### config.mk
export PLATFORM = sky130hd
export DESIGN_NAME = dmem_arbiter
export DESIGN_NICKNAME = d
export VERILOG_FILES = /design/src/rtl/dmem_arbiter_pkg.sv /design/src/rtl/dmem_arb_select.sv /design/src/rtl/dmem_arbiter.sv
export SDC_FILE = /design/constraint.sdc
export NUM_CORES = 1
export LEC_CHECK = 0
export BUFFER_PORTS_ARGS = -buffer_cell sky130_fd_sc_hd__buf_2
export CORE_ASPECT_RATIO = 1.75
export CORE_MARGIN = 5
export CORE_UTILIZATION = 54
export CTS_BUF_LIST = sky130_fd_sc_hd__clkbuf_8
export DETAILED_ROUTE_END_ITERATION = 8
export HOLD_SLACK_MARGIN = 0.12
export PLACE_DENSITY = 0.88
export SLEW_MARGIN = 20
export SYNTH_ARGS = -nofsm -noshare
export SYNTH_HDL_FRONTEND = slang
export SYNTH_SLANG_ARGS = --single-unit
### constraint.sdc
create_clock -name clock -period 3.2 [get_ports clock]
set_clock_uncertainty 0.2 [all_clocks]
set_input_delay 0.16 -clock clock [delete_from_list [all_inputs] [get_ports clock]]
set_output_delay 0.16 -clock clock [all_outputs]
set_load 0.05 [all_outputs]
### src/rtl/dmem_arbiter_pkg.sv
// Shared data-memory types and the dmem_arbiter FSM state encoding.
package dmem_arbiter_pkg;

   typedef logic [31:0] word;

   localparam logic MEM_READ_EN  = 1'b0;
   localparam logic MEM_WRITE_EN = 1'b1;

   typedef struct packed {
      logic mem_enable;
      logic mem_en;
      word  address;
      word  data_in;
   } data_memory_interface_t;

   typedef enum logic [1:0] {
      IDLE    = 2'd0,
      ACCESS  = 2'd1,
      RESPOND = 2'd2
   } dmem_arb_state_t;

endpackage

### src/rtl/dmem_arb_select.sv
// Winner selection for dmem_arbiter: fixed priority to requester 0, or round robin when
// DMEM_ARB_ROUND_ROBIN_EN is defined; either way requester 1 is forced in after MAX_WAIT losses.
module dmem_arb_select #(
   parameter int unsigned MAX_WAIT = 4
) (
   input  logic       clock,
   input  logic       reset_n,
   input  logic       arb_en,
   input  logic [1:0] req_valid,
   output logic [1:0] grant
);

   localparam int unsigned  WW       = (MAX_WAIT > 0) ? $clog2(MAX_WAIT + 1) : 1;
   localparam logic [WW-1:0] WAIT_MAX = WW'(MAX_WAIT);

   logic [WW-1:0] wait_q, wait_d;
   logic          starved;

   assign starved = (wait_q == WAIT_MAX);

`ifdef DMEM_ARB_ROUND_ROBIN_EN
   logic ptr_q, ptr_d;  // requester favoured at the next contention

   always_comb begin
      grant = 2'b00;
      if (req_valid == 2'b11) grant = (starved || ptr_q) ? 2'b10 : 2'b01;
      else                    grant = req_valid;
   end

   always_comb begin
      ptr_d = ptr_q;
      if (arb_en && (|req_valid)) ptr_d = ~grant[1];
   end

   always_ff @(posedge clock or negedge reset_n) begin
      if (!reset_n) ptr_q <= 1'b0;
      else          ptr_q <= ptr_d;
   end
`else
   always_comb begin
      grant = 2'b00;
      if (req_valid == 2'b11) grant = starved ? 2'b10 : 2'b01;
      else                    grant = req_valid;
   end
`endif

   always_comb begin
      wait_d = wait_q;
      if (arb_en && req_valid[1]) begin
         if (grant[1])      wait_d = '0;
         else if (!starved) wait_d = wait_q + 1'b1;
      end
   end

   always_ff @(posedge clock or negedge reset_n) begin
      if (!reset_n) wait_q <= '0;
      else          wait_q <= wait_d;
   end

endmodule

### src/rtl/dmem_arbiter.sv
// Two-requester data-memory arbiter: accept, access, respond (one access per three cycles).
// Optional macro DMEM_ARB_ROUND_ROBIN_EN selects round-robin contention instead of fixed priority.
//
// state   | meaning
// IDLE    | waiting; grants one valid requester combinationally and latches its fields
// ACCESS  | drives data memory from the latched request (suppressed when out of range)
// RESPOND | one-cycle response strobe to the winner
module dmem_arbiter
   import dmem_arbiter_pkg::*;
#(
   parameter int unsigned ADDR_LIMIT = 1024,
   parameter int unsigned MAX_WAIT   = 4
) (
   input  logic                   clock,
   input  logic                   reset_n,
   input  logic [1:0]             req_valid,
   output logic [1:0]             req_ready,
   input  logic [1:0]             req_write,
   input  word  [1:0]             req_addr,
   input  word  [1:0]             req_wdata,
   output logic [1:0]             rsp_valid,
   output logic                   rsp_err,
   output word                    rsp_rdata,
   output data_memory_interface_t mem_sig,
   input  word                    mem_rdata
);

   dmem_arb_state_t state_q, state_d;
   logic [1:0]      grant;
   logic [1:0]      win_q, win_d;
   logic            wr_q, wr_d;
   word             addr_q, addr_d, wdata_q, wdata_d, rdata_q, rdata_d;
   logic            idle, accept, sel, oor;

   assign idle   = (state_q == IDLE);
   assign accept = idle && (|req_valid);
   assign sel    = grant[1];
   assign oor    = (addr_q >= word'(ADDR_LIMIT));

   dmem_arb_select #(.MAX_WAIT(MAX_WAIT)) u_select (
      .clock     (clock),
      .reset_n   (reset_n),
      .arb_en    (idle),
      .req_valid (req_valid),
      .grant     (grant)
   );

   always_ff @(posedge clock or negedge reset_n) begin
      if (!reset_n) state_q <= IDLE;
      else          state_q <= state_d;
   end

   always_comb begin
      state_d = state_q;
      case (state_q)
         IDLE:    if (|req_valid) state_d = ACCESS;
         ACCESS:  state_d = RESPOND;
         RESPOND: state_d = IDLE;
         default: state_d = IDLE;
      endcase
   end

   always_comb begin
      win_d   = win_q;
      wr_d    = wr_q;
      addr_d  = addr_q;
      wdata_d = wdata_q;
      rdata_d = rdata_q;
      if (accept) begin
         win_d   = grant;
         wr_d    = req_write[sel];
         addr_d  = req_addr[sel];
         wdata_d = req_wdata[sel];
      end
      if (state_q == ACCESS) rdata_d = mem_rdata;
   end

   always_ff @(posedge clock or negedge reset_n) begin
      if (!reset_n) begin
         win_q   <= '0;
         wr_q    <= 1'b0;
         addr_q  <= '0;
         wdata_q <= '0;
         rdata_q <= '0;
      end else begin
         win_q   <= win_d;
         wr_q    <= wr_d;
         addr_q  <= addr_d;
         wdata_q <= wdata_d;
         rdata_q <= rdata_d;
      end
   end

   // reset_n gates req_ready because reset parks the FSM in IDLE, where grant is live
   always_comb begin
      req_ready = '0;
      rsp_valid = '0;
      rsp_err   = 1'b0;
      rsp_rdata = '0;
      mem_sig   = '0;
      case (state_q)
         IDLE: if (reset_n) req_ready = grant;
         ACCESS: begin
            if (!oor) begin
               mem_sig.mem_enable = 1'b1;
               mem_sig.mem_en     = wr_q ? MEM_WRITE_EN : MEM_READ_EN;
               mem_sig.address    = addr_q;
               mem_sig.data_in    = wdata_q;
            end
         end
         RESPOND: begin
            rsp_valid = win_q;
            rsp_err   = oor;
            rsp_rdata = (oor || wr_q) ? '0 : rdata_q;
         end
         default: ;
      endcase
   end

endmodule

==> run summary, run 1 <==
status -> completed
Setup crit end kind -> primary output
crit-path max FO -> 55
Num CTS Buffers -> 9
Layout area overhead -> 45.5%
Cell Pwr Density -> 754 nW/um^2
Die Span Y -> 155 um
number of global-route vias before repair -> 7,661
DP Cell Count -> 1,005
clock buffer depth -> 2
drc violations -> 0
clock sinks -> 104
CTS H-tree lvls -> 3
hold crit path type -> primary input to asynchronous set/reset pin
initial antenna violation count -> 2
final hold vios -> 0
sequence of cells on the critical path -> nor4_1 -> nand2_4 -> buf_12 -> nor3_1 -> buf_2
Root Driver -> clkbuf_8
average wire per standard cell -> 20.9 um
DR vias -> 7,295
cell internal pwr -> 0.00449 W
Final WS setup -> 0.243 ns
Initial Utilization -> 0.546
share of cells above drive strength 1 -> 0.332
Sequential Power Share -> 0.348
Cells after Synth -> 692
sequential area share after synthesis -> 0.401
postcts setup bufs -> 0
CP Class -> flop to primary output
fmax -> 0.338 GHz
WP data required -> 2.84 ns
Final Util -> 0.794
Final setup viols -> 0
vias per inst -> 6.15
Die W -> 92.8 um
global route overflow -> 0
P_sw -> 0.00262 W
cell taking the most area after synthesis -> dfrtp_1
Yosys reg bits -> 104
Max-cap violations -> 0
Mean Syn Cell Area -> 9.37 um^2
RSZ-0062 raised after global routing -> false
fin crit share -> 0.924
Final ANT Viol Nets -> 0
initial drt markers -> 595
Yosys cell types -> 32
Crit. path cell count -> 5
Post-Syn Area -> 6480 um^2
Tot GR Track Use -> 0.342
Worst-Margin Slew -> 1.05 ns
I/O Pins -> 269
non-filler cells, final -> 1,187
R2R cell count -> 7
Gate power share -> 0.528
Synth top area share -> 0.401
cell family with most CP delay -> simple AND/OR/NAND/NOR gates
Slew headroom -> 0.302
# rows -> 53
WP data arrival -> 2.60 ns
Worst-path clk slew -> 0.12 ns
Total Negative Setup Slacks -> 0 ns
DP HPWL -> 13.7 mm
largest net degree at the start of global routing -> 81
Max VDD drop -> 0.000381 V
1st-pass router iterations -> 5
Core ar. -> 11,900 um^2
first-pass GRT wire length -> 39.0 mm
commonest cells after routing, fill and taps aside -> 245 x buf_2, 164 x dlygate4sd3_1, 108 x nand2_1, 104 x dfrtp_1, 69 x o21ai_0
Max Slew Vio Count -> 0
max incr delay on CP -> 0.56 ns
crit path launch type -> flop
hold_buf cts -> 164
DP Worst Slack -> 0.782 ns
synth top area cells -> dfrtp_1 40%, o211a_1 10%, a2bb2oi_1 8.8%, nand2_1 6.3%, mux2_2 5.6%
Die ar. -> 14,400 um^2
worst-skew pair later-pin latency -> 0.36 ns
Resized cells post-CTS -> 0
Buffers on Ports -> 246
GPL Wtd Cong -> 0.873
commonest non-fill, non-tap cell in the layout -> buf_2
crit path max-delay cell type -> nor4_1
LEAKAGE -> 4.53 nW
Worst Path Buf+Inv -> 2
synth warn -> 0
CTS tree -> yes
sw frac -> 0.369
Hold Slack -> 0.120 ns
Nets -> 1,211
Tmin final -> 2.96 ns
Clock Power Share -> 0.125
DRT Wirelength -> 24.8 mm
-- cells by family (layout without fill, tap and decap cells) --
kind of cell,Yosys count,in the layout,synth area share
muxes,32,32,0.0556
and+or+nand+nor,239,239,0.203
adders and majority gates,2,2,0.00386
DFF,104,104,0.401
other,1,24,0.000578
AOI/OAI and AO/OA,204,204,0.247
buffers and inverters,110,445,0.0884
-- metal layers --
metal | track usage | wire, um | up-vias
met2 | 0.601 | 12900 | 505
met1 | 0.377 | 8510 | 3487
li1 | - | - | 3170
met5 | 0 | 0 | -
met3 | 0.0552 | 1690 | 133
met4 | 0.219 | 1680 | 0
-- flip-flops by register name, summed over array words and instances, names as in the netlist --
signal and count:
addr_q 32, rdata_q 32, state_q 2, u_select.wait_q 3, wdata_q 32, win_q 2
wr_q 1
-- worst paths after layout --
kind / to / slack [ns] / from
min in group clock: win_q[1]$_DFFE_PN0P_ / 0.28 / req_valid[1]
worst max-delay path: mem_sig[0] / 0.24 / addr_q[28]$_DFFE_PN0P_
worst max register to register: wdata_q[4]$_DFFE_PN0P_ / 0.27 / u_select.wait_q[0]$_DFFE_PN0P_
max in group asynchronous: addr_q[26]$_DFFE_PN0P_ / 1.43 / reset_n
worst min register to register: win_q[0]$_DFFE_PN0P_ / 0.29 / win_q[0]$_DFFE_PN0P_
worst min-delay path: addr_q[2]$_DFFE_PN0P_ / 0.12 / reset_n
-- stage by stage --
| step | total power, W | instance area [um^2] |
|---|---|---|
| floorplan | 0.00454 | 6560 |
| global placement | 0.00506 | 7570 |
| detailed placement | 0.00517 | 7570 |
| CTS | 0.00691 | 9430 |
| global route | 0.00749 | 9430 |
| finish | 0.00711 | 9430 |
-- power by group through the flow --
stage | Combinational (W) | Clock [W] | Sequential [W]
5_1_grt | 0.00401 | 0.000940 | 0.00254
3_5_place_dp | 0.00275 | 0 | 0.00242
2_1_floorplan | 0.00228 | 0 | 0.00226
6_report | 0.00375 | 0.000886 | 0.00247
4_1_cts | 0.00360 | 0.000892 | 0.00241
3_3_place_gp | 0.00267 | 0 | 0.00240
-- cells in the mapped netlist --
master	instances
nand4_1	1
o21ai_0	69
o21a_1	1
a2bb2oi_1	65
nor4_1	5
nor2b_1	2
nor2_1	2
ha_1	2
buf_2	26
or2_1	1
nor3_1	45
nand2_1	109
inv_2	1
mux2_2	32
or3b_2	1
o22ai_1	1
nor3b_1	4
inv_1	3
a21boi_1	1
buf_1	11
buf_4	22
clkbuf_1	41
dfrtp_1	104
nand3b_1	32
o22a_1	1
and2_1	3
nor3_2	30
a31oi_1	1
buf_6	6
conb_1	1
nand3_1	4
o211a_1	65
-- final cells by class --
cell class,instances,area (um^2)
sequential,104,2600
fill,690,2440
inverter,4,15.0
multi-input combinational,499,3420
clock buffer,9,124
tap,137,171
antenna,2,5.00
clock inverter,7,88.8
timing repair buffer,425,3000
(Power assumes the default switching activity.)
==> inputs of run 2 (changes only) <==
--- a/config.mk
+++ b/config.mk
@@ -8,11 +8,10 @@
 export BUFFER_PORTS_ARGS = -buffer_cell sky130_fd_sc_hd__buf_2
 export CORE_ASPECT_RATIO = 1.75
 export CORE_MARGIN = 5
-export CORE_UTILIZATION = 54
-export CTS_BUF_LIST = sky130_fd_sc_hd__clkbuf_8
+export CORE_UTILIZATION = 53
 export DETAILED_ROUTE_END_ITERATION = 8
 export HOLD_SLACK_MARGIN = 0.12
-export PLACE_DENSITY = 0.88
+export PLACE_DENSITY = 0.87
 export SLEW_MARGIN = 20
 export SYNTH_ARGS = -nofsm -noshare
 export SYNTH_HDL_FRONTEND = slang
==> run 2 against run 1 <==
Register-to-register slack about the same; worst hold slack gained 0.19 ns; non-clock buffer count stayed put; first-iteration DRC count fell by 4.7%; final cell count grew 2.5%; largest cell class unchanged.
==> run summary, run 2 (synthesized netlist as in run 1, its figures left out) <==
average wire per standard cell -> 20.8 um (-0.46%)
Tot GR Track Use -> 0.338 (-0.00334)
hold crit path type -> flop to flop
commonest cells after routing, fill and taps aside -> 245 x buf_2, 165 x dlygate4sd3_1, 108 x nand2_1, 104 x dfrtp_1, 69 x o21ai_0
met1 Use GR -> 0.374 (-0.00295)
grt met2 use -> 0.588 (-0.0125)
status -> completed
WP data arrival -> 3.01 ns (+0.41 ns)
Largest regs -> addr_q x32, rdata_q x32, wdata_q x32
CTS H-tree lvls -> 3 (unchanged)
Num CTS Buffers -> 9 (unchanged)
Tmin final -> 2.94 ns (-0.0221 ns)
Max-cap violations -> 0 (unchanged)
GRT met3 Usage -> 0.0625 (+0.00738)
GPL Wtd Cong -> 0.873 (about the same)
Total Negative Setup Slacks -> 0 ns (unchanged)
Final ANT Viol Nets -> 0 (unchanged)
worst-skew pair later-pin latency -> 0.34 ns (-0.02 ns)
clock sinks -> 104 (unchanged)
Die ar. -> 14,600 um^2 (+1.7%)
Final setup viols -> 0 (unchanged)
crit path launch type -> flop
share of cells above drive strength 1 -> 0.330 (-0.00191)
gr busiest metal -> met2
1st-pass router iterations -> 6 (+1)
CTS tree -> yes
Core ar. -> 12,000 um^2 (+1.1%)
vias per inst -> 6.08 (-1.1%)
Buffers on Ports -> 246 (unchanged)
LEAKAGE -> 4.57 nW (+0.78%)
Setup crit end kind -> flop
initial drt markers -> 567 (-4.7%)
I/O Pins -> 269 (unchanged)
Slew headroom -> 0.314 (+0.0125)
drc violations -> 0 (unchanged)
postcts setup bufs -> 0 (unchanged)
first-pass GRT wire length -> 38.9 mm (-0.28%)
Max VDD drop -> 0.000483 V (+27%)
Max Slew Vio Count -> 0 (unchanged)
DP HPWL -> 13.4 mm (-2.1%)
global route overflow -> 0 (unchanged)
largest net degree at the start of global routing -> 73 (-9.9%)
Worst-path clk slew -> 0.07 ns (-0.05 ns)
commonest non-fill, non-tap cell in the layout -> buf_2
Root Driver -> clkbuf_16
crit-path max FO -> 54 (-1.8%)
Cell Pwr Density -> 763 nW/um^2 (+1.2%)
Nets -> 1,211 (unchanged)
number of global-route vias before repair -> 7,583 (-1.0%)
Hold Slack -> 0.310 ns (+0.190 ns)
CP Class -> flop to flop
DR vias -> 7,400 (+1.4%)
final hold vios -> 0 (unchanged)
Initial Utilization -> 0.540 (-0.00603)
# rows -> 53 (unchanged)
fmax -> 0.341 GHz (+0.75%)
Die Span Y -> 156 um (+0.88%)
Worst-Margin Slew -> 1.03 ns (-0.0172 ns)
DRT Wirelength -> 25.3 mm (+2.1%)
Final Util -> 0.796 (+0.00185)
clock buffer depth -> 2 (unchanged)
RSZ-0062 raised after global routing -> false
WP data required -> 3.28 ns (+0.44 ns)
initial antenna violation count -> 3 (+1)
fin crit share -> 0.917 (-0.00692)
Layout area overhead -> 47.4%
Die W -> 93.6 um (+0.83%)
==> run 2: cell count changes in the layout (fill, tap and decap cells not counted) <==
cell and delta:
clkinv_2 +2, clkbuf_16 +9, dlygate4sd3_1 +1, inv_6 +1, bufinv_16 -1, diode_2 +2
inv_8 -3, clkbuf_8 -9, clkbuf_1 +1, buf_12 +2, buf_4 -3
==> run 2: metrics by stage <==
step           std cells  cell area, um^2  setup WS, ns  power [W]
2_1_floorplan        713             6560         0.527    0.00454
3_3_place_gp        1032             7620         0.921    0.00507
3_5_place_dp        1032             7620         0.819    0.00516
4_1_cts             1213             9550         0.462    0.00705
5_1_grt             1216             9560         0.170    0.00765
6_report            1217             9560         0.265    0.00729
==> run 2: worst paths after layout <==
| path | cells after the start | slack [ns] | from | endpoint |
|---|---|---|---|---|
| setup / recovery | 7 | 0.26 | u_select.wait_q[0]$_DFFE_PN0P_ | addr_q[22]$_DFFE_PN0P_ |
| hold / removal | 1 | 0.31 | rdata_q[30]$_DFFE_PN0P_ | rdata_q[30]$_DFFE_PN0P_ |
| setup reg to reg | 7 | 0.26 | u_select.wait_q[0]$_DFFE_PN0P_ | addr_q[22]$_DFFE_PN0P_ |
| hold reg to reg | 1 | 0.31 | rdata_q[30]$_DFFE_PN0P_ | rdata_q[30]$_DFFE_PN0P_ |
| max in group asynchronous | 3 | 1.99 | reset_n | rdata_q[8]$_DFFE_PN0P_ |
| min in group asynchronous | 3 | 0.34 | reset_n | addr_q[27]$_DFFE_PN0P_ |
==> run 2: cell type report <==
| class | instances | area, um^2 |
|---|---|---|
| Multi-Input combinational cell | 499 | 3420 |
| Timing Repair Buffer | 425 | 3030 |
| Sequential cell | 104 | 2600 |
| Fill cell | 703 | 2440 |
| Clock buffer | 10 | 229 |
| Tap cell | 165 | 206 |
| Clock inverter | 6 | 43.8 |
| Inverter | 4 | 15.0 |
| Antenna cell | 4 | 10.0 |
==> run 2: power by group <==
group	switching, W	internal (W)	total [W]
Sequential	0.000490	0.00199	0.00248
Clock	0.000511	0.000532	0.00104
Combinational	0.00163	0.00214	0.00377
==> run 2: metal layers <==
metal / part of all wire / wire length [um] / vias up
met2: 0.52 / 13200 / 524
li1: - / - / 3173
met5: 0 / 0 / -
met3: 0.077 / 1950 / 136
met4: 0.062 / 1570 / 0
met1: 0.34 / 8580 / 3567
==> run 2: critical path, cell delays in order, from the launching register on <==
cell and delay (ns):
dfrtp_1 0.36, inv_1 0.07, ha_1 0.26, a21boi_4 0.37, buf_4 0.49, o21ai_0 0.22
a2bb2oi_1 0.29, dlygate4sd3_1 0.59
==> run 2: repair_timing <==
action	CTS	global route
gates resized for setup	0	0
hold buffers	165	0
endpoints found under the hold margin	202	0
==> inputs of run 3 (changes only) <==
--- a/config.mk
+++ b/config.mk
@@ -8,10 +8,10 @@
 export BUFFER_PORTS_ARGS = -buffer_cell sky130_fd_sc_hd__buf_2
 export CORE_ASPECT_RATIO = 1.75
 export CORE_MARGIN = 5
-export CORE_UTILIZATION = 53
+export CORE_UTILIZATION = 44
 export DETAILED_ROUTE_END_ITERATION = 8
 export HOLD_SLACK_MARGIN = 0.12
-export PLACE_DENSITY = 0.87
+export PLACE_DENSITY = 0.77
 export SLEW_MARGIN = 20
 export SYNTH_ARGS = -nofsm -noshare
 export SYNTH_HDL_FRONTEND = slang
==> constraint.sdc (replaced) <==
create_clock -name clock -period 2.65 [get_ports clock]
set_clock_uncertainty 0.2 [all_clocks]
set_input_delay 0.1325 -clock clock [delete_from_list [all_inputs] [get_ports clock]]
set_output_delay 0.1325 -clock clock [all_outputs]
set_load 0.05 [all_outputs]
==> run 3 against run 2 <==
Count of clock-buffer cells in the layout is 1 higher; critical path depth is 1 higher; via count is 4.5% lower; worst hold slack worse by 0.17 ns; largest power group unchanged; cell area is 1.9% higher.
==> run summary, run 3 (synthesized netlist as in run 1, its figures left out) <==
Post-DP Area -> 7730 um^2 (+1.4%)
number of global-route vias before repair -> 7,376 (-2.7%)
# rows -> 58 (+9.4%)
DP Cell Count -> 1,054 (+2.1%)
commonest non-fill, non-tap cell in the layout -> buf_2
R2R cell count -> 8 (+1)
RSZ-0062 raised after global routing -> true
Final Util -> 0.674 (-0.122)
global route overflow -> 0 (unchanged)
design area -> 9740 um^2 (+1.9%)
share of cells above drive strength 1 -> 0.337 (+0.00728)
commonest cells after routing, fill and taps aside -> 239 x buf_2, 164 x dlygate4sd3_1, 108 x nand2_1, 104 x dfrtp_1, 69 x o21ai_0
Gate power share -> 0.522 (+0.005)
LEAKAGE -> 4.63 nW (+1.3%)
r2r startpoint -> u_select.wait_q[0]$_DFFE_PN0P_
CTS H-tree lvls -> 3 (unchanged)
Largest regs -> addr_q x32, rdata_q x32, wdata_q x32
Die ar. -> 17,400 um^2 (+19%)
initial drt markers -> 379 (-33%)
sequence of cells on the critical path -> inv_1 -> ha_1 -> a21boi_4 -> buf_12 -> buf_12 -> o21ai_0 -> a2bb2oi_1 -> dlygate4sd3_1
Tot GR Track Use -> 0.268 (-0.0708)
Buffers on Ports -> 246 (unchanged)
Tmin final -> 2.56 ns (-0.380 ns)
P_sw -> 0.00305 W (+16%)
final hold vios -> 0 (unchanged)
Root Driver -> clkbuf_16
RR Endpoint -> wdata_q[26]$_DFFE_PN0P_
WP data required -> 2.73 ns (-0.55 ns)
clock sinks -> 104 (unchanged)
crit path max-delay cell type -> dlygate4sd3_1
Core ar. -> 14,400 um^2 (+20%)
Die Span Y -> 171 um (+9.1%)
fmax -> 0.391 GHz (+15%)
worst reg2reg setup slack -> 0.09 ns (-0.17 ns)
Final ANT Viol Nets -> 0 (unchanged)
Nets -> 1,222 (+0.91%)
Sequential Power Share -> 0.337 (-0.003)
Slew headroom -> 0.320 (+0.00615)
crit-path max FO -> 32 (-41%)
Max VDD drop -> 0.000520 V (+7.7%)
average wire per standard cell -> 19.1 um (-8.1%)
DR vias -> 7,069 (-4.5%)
Hold Slack -> 0.141 ns (-0.169 ns)
Die W -> 102 um (+8.7%)
Num CTS Buffers -> 9 (unchanged)
Worst-Margin Slew -> 1.02 ns (-0.0107 ns)
Layout area overhead -> 50.3%
1st-pass router iterations -> 5 (-1)
DRT Wirelength -> 23.8 mm (-6.2%)
sw frac -> 0.349 (-0.0125)
hold crit path type -> primary input to asynchronous set/reset pin
Clock Power Share -> 0.141 (-0.002)
Cell Pwr Density -> 897 nW/um^2 (+18%)
DP HPWL -> 14.0 mm (+4.1%)
fin crit share -> 0.964 (+0.0471)
Initial Utilization -> 0.449 (-0.0912)
vias per inst -> 5.69 (-6.4%)
GPL Wtd Cong -> 0.858 (-1.7%)
Worst-path clk slew -> 0.08 ns (about the same)
drc violations -> 0 (unchanged)
first-pass GRT wire length -> 37.0 mm (-5.0%)
initial antenna violation count -> 1 (-2)
CP Class -> flop to flop
Top cell by count, worst path -> buf_12
Setup crit end kind -> flop
non-filler cells, final -> 1,242 (+2.1%)
CTS tree -> yes
max incr delay on CP -> 0.57 ns (-0.02 ns)
Final WS setup -> 0.0943 ns (-0.170 ns)
Max Slew Vio Count -> 0 (unchanged)
status -> completed
Fill cells -> 1,087 (+55%)
crit path launch type -> flop
Final setup viols -> 0 (unchanged)
worst-skew pair later-pin latency -> 0.34 ns (about the same)
cell internal pwr -> 0.00569 W (+22%)
Max-cap violations -> 0 (unchanged)
largest net degree at the start of global routing -> 78 (+6.8%)
clock buffer depth -> 2 (unchanged)
DP Worst Slack -> 0.474 ns (-0.346 ns)
WP data arrival -> 2.63 ns (-0.38 ns)
I/O Pins -> 269 (unchanged)
==> run 3: final cells by class <==
type                            count  area (um^2)  share of cell area
Multi-Input combinational cell    499         3430               0.352
Timing Repair Buffer              436         3190               0.328
Sequential cell                   104         2600               0.267
Clock buffer                       11          233              0.0239
Tap cell                          180          225              0.0231
Clock inverter                      4         31.3             0.00321
Inverter                            4         15.0             0.00154
Antenna cell                        4         10.0             0.00103
==> run 3: power by group through the flow <==
| stage | Clock [W] | Sequential (W) | Combinational, W |
|---|---|---|---|
| after floorplan | 0 | 0.00273 | 0.00276 |
| after global placement | 0 | 0.00289 | 0.00334 |
| after CTS | 0.00126 | 0.00290 | 0.00445 |
| after detailed placement | 0 | 0.00291 | 0.00341 |
| after global routing | 0.00132 | 0.00303 | 0.00491 |
| final | 0.00123 | 0.00294 | 0.00456 |
==> run 3: critical path: cells and delay by family (launching register included) <==
| family | cells | cell delay [ns] |
|---|---|---|
| adders and majority gates | 1 | 0.26 |
| buffers and inverters | 4 | 1.04 |
| AOI/OAI and AO/OA | 3 | 0.61 |
| DFF | 1 | 0.36 |
==> run 3: worst max path at each step <==
stage | startpoint | endpoint | slack, ns | cells after the start
after floorplan | u_select.wait_q[0]$_DFFE_PN0P_ | req_ready[1] | 0.004 | 7
after global routing | addr_q[24]$_DFFE_PN0P_ | rsp_rdata[5] | -0.01 | 5
final | u_select.wait_q[0]$_DFFE_PN0P_ | wdata_q[26]$_DFFE_PN0P_ | 0.09 | 8
after detailed placement | addr_q[24]$_DFFE_PN0P_ | mem_sig[2] | 0.47 | 5
after CTS | u_select.wait_q[0]$_DFFE_PN0P_ | addr_q[17]$_DFFE_PN0P_ | 0.06 | 8
after global placement | addr_q[24]$_DFFE_PN0P_ | mem_sig[27] | 0.51 | 5
==> run 3: repair_timing <==
action / 4_1_cts / 5_1_grt
setup buffers: 0 / 3
resized for setup: 0 / 8
endpoints found under the hold margin: 203 / 0
endpoints found under the setup margin: 0 / 100
hold buffers: 165 / 0
==> run 3: routing by layer <==
metal / track usage / vias up / wire [um] / share of wire
met5: 0 / - / 0 / 0
met4: 0.155 / 0 / 1210 / 0.051
met3: 0.0371 / 90 / 1610 / 0.068
met2: 0.462 / 384 / 12200 / 0.51
met1: 0.311 / 3400 / 8740 / 0.37
li1: - / 3195 / - / -
==> run 3: stage by stage <==
step,power [W],setup TNS [ns]
2_1_floorplan,0.00549,0
3_5_place_dp,0.00633,0
6_report,0.00874,0
3_3_place_gp,0.00624,0
5_1_grt,0.00926,-0.0248
4_1_cts,0.00862,0
